--- config.mk ---
export PLATFORM = sky130hd
export DESIGN_NAME = dynode_energy_int
export DESIGN_NICKNAME = d
export VERILOG_FILES = /design/src/rtl/dynode_energy_int.sv
export SDC_FILE = /design/constraint.sdc
export NUM_CORES = 1
export LEC_CHECK = 0
export BUFFER_PORTS_ARGS = -buffer_cell sky130_fd_sc_hd__buf_2
export CAP_MARGIN = 30
export CORE_UTILIZATION = 30
export CTS_CLUSTER_SIZE = 10
export DETAILED_ROUTE_END_ITERATION = 8
export PLACE_DENSITY_LB_ADDON = 0.05
export RECOVER_POWER = 25
export SLEW_MARGIN = 20
export SYNTH_ARGS = -nofsm -noshare
export SYNTH_HDL_FRONTEND = slang
export SYNTH_SLANG_ARGS = --single-unit
--- constraint.sdc ---
create_clock -name clk -period 11.16 [get_ports clk]
set_input_delay 2.232 -clock clk [delete_from_list [all_inputs] [get_ports clk]]
set_output_delay 2.232 -clock clk [all_outputs]
set_load 0.01 [all_outputs]
--- src/rtl/dynode_energy_int.sv ---
// Dynode energy integrator: after each dynode event edge, sums a programmable window of
// delayed ADC samples, removes the latched baseline and emits a 14.2 energy word.
module dynode_energy_int #(
   parameter int EWIDTH = 16,
   parameter int CWIDTH = 16
) (
   input  logic              clk,
   input  logic              reset,
   input  logic [7:0]        dyn_adcdly,
   input  logic [15:0]       dyn_curval,
   input  logic              dyn_event,
   input  logic              dyn_pileup,
   input  logic              dyn_pudump,
   input  logic [3:0]        intdly,
   input  logic [5:0]        intlen,
   output logic              ene_valid,
   output logic [EWIDTH-1:0] ene_value,
   output logic              ene_pileup,
   output logic              ene_drop,
   output logic              ene_busy,
   output logic [CWIDTH-1:0] evt_cnt,
   output logic [CWIDTH-1:0] drop_cnt
);

   localparam logic [2:0] S_IDLE  = 3'd0;
   localparam logic [2:0] S_WAIT  = 3'd1;
   localparam logic [2:0] S_INTEG = 3'd2;
   localparam logic [2:0] S_CALC1 = 3'd3;
   localparam logic [2:0] S_CALC2 = 3'd4;
   localparam logic [2:0] S_OUT   = 3'd5;

   // Two-stage edge detect: input seen at edge k yields a rise acted on at edge k+1.
   logic ev_q, ev_qq, pu_q, pu_qq, pd_q, pd_qq;
   logic ev_rise, pu_rise, pd_rise;

   logic [2:0]        state_q, state_d;
   logic [3:0]        dly_q, dly_d;
   logic [5:0]        rem_q, rem_d;
   logic [5:0]        len_q, len_d;
   logic [13:0]       acc_q, acc_d;
   logic [15:0]       bl_q, bl_d;
   logic              pile_q, pile_d;
   logic [21:0]       prod_a_q, prod_a_d;
   logic [21:0]       prod_b_q, prod_b_d;
   logic [EWIDTH-1:0] res_q, res_d;
   logic              valid_q, valid_d;
   logic              drop_q, drop_d;
   logic [EWIDTH-1:0] value_q, value_d;
   logic              epu_q, epu_d;
   logic [CWIDTH-1:0] evt_q, evt_d;
   logic [CWIDTH-1:0] dropc_q, dropc_d;
   logic              first_smp, abort;
   logic [23:0]       corr_w;
   logic              corr_unused;

   assign ev_rise = ev_q & ~ev_qq;
   assign pu_rise = pu_q & ~pu_qq;
   assign pd_rise = pd_q & ~pd_qq;

   // Signed 24-bit difference; bit 23 is the sign, bits 21:6 are the 14.2 result.
   assign corr_w      = {2'b00, prod_a_q} - {2'b00, prod_b_q};
   assign corr_unused = ^{corr_w[22], corr_w[5:0]};

   always_comb begin
      state_d   = state_q;
      dly_d     = dly_q;
      rem_d     = rem_q;
      len_d     = len_q;
      acc_d     = acc_q;
      bl_d      = bl_q;
      pile_d    = pile_q;
      prod_a_d  = prod_a_q;
      prod_b_d  = prod_b_q;
      res_d     = res_q;
      valid_d   = 1'b0;
      drop_d    = 1'b0;
      value_d   = value_q;
      epu_d     = epu_q;
      evt_d     = evt_q;
      dropc_d   = dropc_q;
      first_smp = 1'b0;
      abort     = 1'b0;
      case (state_q)
         S_IDLE: begin
            if (ev_rise && intlen != 6'd0) begin
               len_d  = intlen;
               pile_d = 1'b0;
               dly_d  = intdly;
               if (intdly == 4'd0) first_smp = 1'b1;
               else                state_d   = S_WAIT;
            end
         end
         S_WAIT: begin
            if (pd_rise) abort = 1'b1;
            else begin
               if (ev_rise || pu_rise) pile_d = 1'b1;
               if (dly_q == 4'd1) first_smp = 1'b1;
               else               dly_d     = dly_q - 4'd1;
            end
         end
         S_INTEG: begin
            if (pd_rise) abort = 1'b1;
            else begin
               if (ev_rise || pu_rise) pile_d = 1'b1;
               acc_d = acc_q + {6'b0, dyn_adcdly};
               rem_d = rem_q - 6'd1;
               if (rem_q == 6'd1) state_d = S_CALC1;
            end
         end
         S_CALC1: begin
            if (ev_rise || pu_rise) pile_d = 1'b1;
            prod_a_d = {acc_q, 8'b0};
            prod_b_d = 22'(len_q) * 22'(bl_q);
            state_d  = S_CALC2;
         end
         S_CALC2: begin
            if (ev_rise || pu_rise) pile_d = 1'b1;
            res_d   = corr_w[23] ? '0 : EWIDTH'(corr_w[21:6]);
            state_d = S_OUT;
         end
         S_OUT: begin
            valid_d = 1'b1;
            value_d = res_q;
            epu_d   = pile_q;
            evt_d   = evt_q + CWIDTH'(1);
            state_d = S_IDLE;
         end
         default: state_d = S_IDLE;
      endcase
      // First integrated sample also captures the baseline used for the whole window.
      if (first_smp) begin
         acc_d   = {6'b0, dyn_adcdly};
         bl_d    = dyn_curval;
         rem_d   = len_d - 6'd1;
         state_d = (len_d == 6'd1) ? S_CALC1 : S_INTEG;
      end
      if (abort) begin
         state_d = S_IDLE;
         drop_d  = 1'b1;
         dropc_d = dropc_q + CWIDTH'(1);
      end
   end

   always_ff @(posedge clk) begin
      if (reset) begin
         ev_q     <= 1'b0;
         ev_qq    <= 1'b0;
         pu_q     <= 1'b0;
         pu_qq    <= 1'b0;
         pd_q     <= 1'b0;
         pd_qq    <= 1'b0;
         state_q  <= S_IDLE;
         dly_q    <= '0;
         rem_q    <= '0;
         len_q    <= '0;
         acc_q    <= '0;
         bl_q     <= '0;
         pile_q   <= 1'b0;
         prod_a_q <= '0;
         prod_b_q <= '0;
         res_q    <= '0;
         valid_q  <= 1'b0;
         drop_q   <= 1'b0;
         value_q  <= '0;
         epu_q    <= 1'b0;
         evt_q    <= '0;
         dropc_q  <= '0;
      end else begin
         ev_q     <= dyn_event;
         ev_qq    <= ev_q;
         pu_q     <= dyn_pileup;
         pu_qq    <= pu_q;
         pd_q     <= dyn_pudump;
         pd_qq    <= pd_q;
         state_q  <= state_d;
         dly_q    <= dly_d;
         rem_q    <= rem_d;
         len_q    <= len_d;
         acc_q    <= acc_d;
         bl_q     <= bl_d;
         pile_q   <= pile_d;
         prod_a_q <= prod_a_d;
         prod_b_q <= prod_b_d;
         res_q    <= res_d;
         valid_q  <= valid_d;
         drop_q   <= drop_d;
         value_q  <= value_d;
         epu_q    <= epu_d;
         evt_q    <= evt_d;
         dropc_q  <= dropc_d;
      end
   end

   // ene_valid and ene_drop are single-cycle strobes with no backpressure.
   assign ene_valid  = valid_q;
   assign ene_value  = value_q;
   assign ene_pileup = epu_q;
   assign ene_drop   = drop_q;
   assign ene_busy   = (state_q != S_IDLE);
   assign evt_cnt    = evt_q;
   assign drop_cnt   = dropc_q;

endmodule

==> metrics.md <==
| Metric | Value |
|---|---|
| Status | finished with violations |
| Failing checks | capacitance limit, slew limit |
| Clk_lat worst skew | 430 ps |
| CP dominant cell by count | clkbuf_1 |
| Clock power share | 48.2% |
| Slowest CP cell | clkbuf_1 |
| Max clock buf depth | 2 |
| Sw Pwr | 312 µW |
| Buffers on Ports | 90 |
| Post-cts sizing count | 0 |
| Setup Fix Bufs, Post-CTS | 0 |
| Number of vias per cell | 4.55 |
| Most frequent cells after synthesis | nand2_1, dfxtp_1, a21oi_1, inv_1, and2_1 |
| Req. time, crit path | 11480 ps |
| Sequential Area | 3180 µm² |
| Largest family of logic cells by synthesized area | simple AND/OR/NAND/NOR gates |
| WL final | 25000 µm |
| Setup TNS Final | 0 ps |
| Slew Viols, Final | 152 |
| Final net count | 1448 |
| Root Driver | clkbuf_16 |
| Post-synth top area cell | dfxtp_1 |
| Synthesized area per cell | 8.27 µm² |
| Min Tclk post-route | 6380 ps |
| Die footprint | 34400 µm² |
| Synth Instances | 1223 |
| Number of synthesized flops with an enable pin | 0 |
| Syn Std Cell Area | 10100 µm² |
| Clk sink count | 159 |
| Multi-input gate area | 6310 µm² |
| Internal | 960 µW |
| Synth Area in Adders | 18.9% |
| Drt first pass iters | 4 |
| Max-slew headroom | -58.6% |
| Share of the synthesized area in the top cell type | 31.5% |
| Synth Area in Compound Gates | 13.9% |
| Combinational Power Share | 5.7% |
| Async SR Flop Fraction | 0% |
| Routed Antenna Nets | 0 |
| Final Skew | 8.04 ps |
| Routed length per placed instance | 14.3 µm |
| PwrDens | 110 nW/µm² |
| Reg clk slew, reported paths | 70 ps |
| Simple-gate portion of the synthesized area | 23.3% |
| CTS buffer count | 17 |
| Final Hold Viols | 0 |
| Count leader, synth | nand2_1 |
| Slew @ Worst Pin | 2380 ps |
| Routed vias | 7931 |
| Max_cap viols | 3 |
| Final setup viols | 0 |
| Hold Crit Class | reg2reg |
| Effective utilization at floorplan | 30.8% |
| First-pass GRT wire length | 41200 µm |
| Top_reg_cell synth | dfxtp_1 |
| Antenna violations before repair | 0 |
| Proportion of synthesized area in mux cells | 0.792% |
| Crit Path Max Fanout | 50 |
| Syn. warnings | 0 |
| Die width | 186 µm |
| Synth top area cells | dfxtp_1, fa_1, ha_1, nand2_1, a21oi_1 |
| Core Box Area | 32900 µm² |
| Vias in the first global route | 7926 |
| Ant diodes | 0 |
| Remaining Overflow, GRT | 0 |
| Startpoint Class | input port |
| Die Height | 186 µm |
| Crit end category | flip-flop |
| Tcrit/Tclk final | 57.2% |
| Hpwl dp | 18600 µm |
| Critical Path AT | 6700 ps |
| Unrepaired setup endpoints after global routing | false |
| WS Path Type | in2reg |
| Worst vdd ir | 0.000105 V |
| H-tree depth | 4 |
| Io pins | 91 |
| Yosys cell types | 58 |
| Largest net degree at the start of global routing | 53 |
| Crit path cell chain | clkbuf_1 > clkbuf_1 > nor2_1 > a22o_1 |
| Max stage delay on crit path | 1750 ps |
| Share of cells above drive strength 1 | 10.4% |
| Register bit total from synthesis | 159 |
| Hold_buf cts | 0 |
| Flop pwr share | 46.2% |
| Part of the Yosys area used for sequential elements | 31.5% |
| Leakage | 0.00485 µW |
| GP Congestion | 0.778 |
| Synth-to-Final Area Change | 14.4% |
| Xor and xnor area share after synthesis | 5.54% |
| Initial drt markers | 294 |
| DRC violations left | 0 |
| CTS tree | yes |
| Syn nets | 1380 |
| Row cnt | 66 |
| Layout Utilization | 35.2% |
| Switching Fraction | 24.5% |
| Max Freq | 157 MHz |
| Total global-route track usage | 15.2% |
| Hold_ws | 430 ps |
| Fillers | 3637 |
[critical path: cells and delay by family]
kind	cells	cell delay (ps)
AOI/OAI and AO/OA	1	410
and+or+nand+nor	1	640
buffers and inverters	2	3370
[cell families after synthesis]
group	after synthesis
AO/OA/AOI/OAI	232
adder cells (fa/ha/maj)	118
multiplexers	8
buffers and inverters	160
flip-flops	159
AND/OR/NAND/NOR	482
XOR/XNOR	64
[metal layers]
metal	vias to the layer above	wire length, µm	GRT usage, %
li1	4165	-	-
met3	8	695	2.93
met2	87	11100	24.5
met1	3671	13000	20.9
met4	0	191	3.34
met5	-	0	0
[power groups by stage]
stage | sequential, µW | combinational [µW] | clock [µW]
final | 587 | 72.0 | 613
after global routing | 588 | 82.3 | 662
after CTS | 587 | 74.1 | 635
after detailed placement | 600 | 73.8 | 0
after global placement | 601 | 73.6 | 0
after floorplan | 593 | 54.2 | 0
[placed cells by master (no fill, tap or decap), types with 3 or more instances in the layout]
cell type     n
a311oi_1      3
o21bai_1      7
nand2b_1     10
and3_1       11
a21o_1        8
and2_1       88
bufinv_16     3
o21ai_0      37
inv_1       112
a31oi_1       4
a2111o_1      3
nor2_1       76
or3_1        18
nor3b_1       5
nor4_1        5
or2_2         4
ha_1         60
a211oi_1     18
clkbuf_1      7
clkbuf_16    17
a22o_1       10
nor2b_1      12
nand2_1     192
buf_4         4
nand3_1      22
xnor2_1      34
xor2_1       30
clkinvlp_4    3
a21oi_1     119
mux2i_1       8
o21a_1        6
nand4_1       9
dfxtp_1     159
nor3_1       18
fa_1         58
buf_2        85
[state kept, by name (all words and copies together), names as in the netlist]
register and count:
acc_q 14, bl_q 16, dly_q 4, drop_cnt 16, ene_drop 1, ene_pileup 1
ene_valid 1, ene_value 16, ev_q 1, ev_qq 1, evt_cnt 16, len_q 6
pd_q 1, pd_qq 1, pile_q 1, prod_a_q 14, prod_b_q 22, pu_q 1
pu_qq 1, rem_q 6, res_q 16, state_q 3
[per-stage QoR]
stage	instances	power, µW	worst slack, ps	area [µm²]
floorplan	1223	647	6970	10100
global placement	1713	674	6510	11000
detailed placement	1713	674	6490	11000
CTS	1743	1300	6470	11600
global route	1744	1330	4180	11600
finish	1744	1270	4780	11600
[layout make-up]
cell class	instances	area share [%]
repair buffers	97	4.29
clock inverters	12	1.38
multi-input cells	904	54.6
inverters	112	3.63
clock buffers	18	3.80
flip-flops and latches	159	27.5
well taps	442	4.78
[worst paths after layout]
kind	from	end	slack, ps	depth (start not counted)
max	reset	res_q[0]	4780	4
min	pu_q	pu_qq	430	2
max reg2reg	len_q[3]	prod_b_q[21]	6450	15
min reg2reg	pu_q	pu_qq	430	2
(Power assumes the default switching activity.)
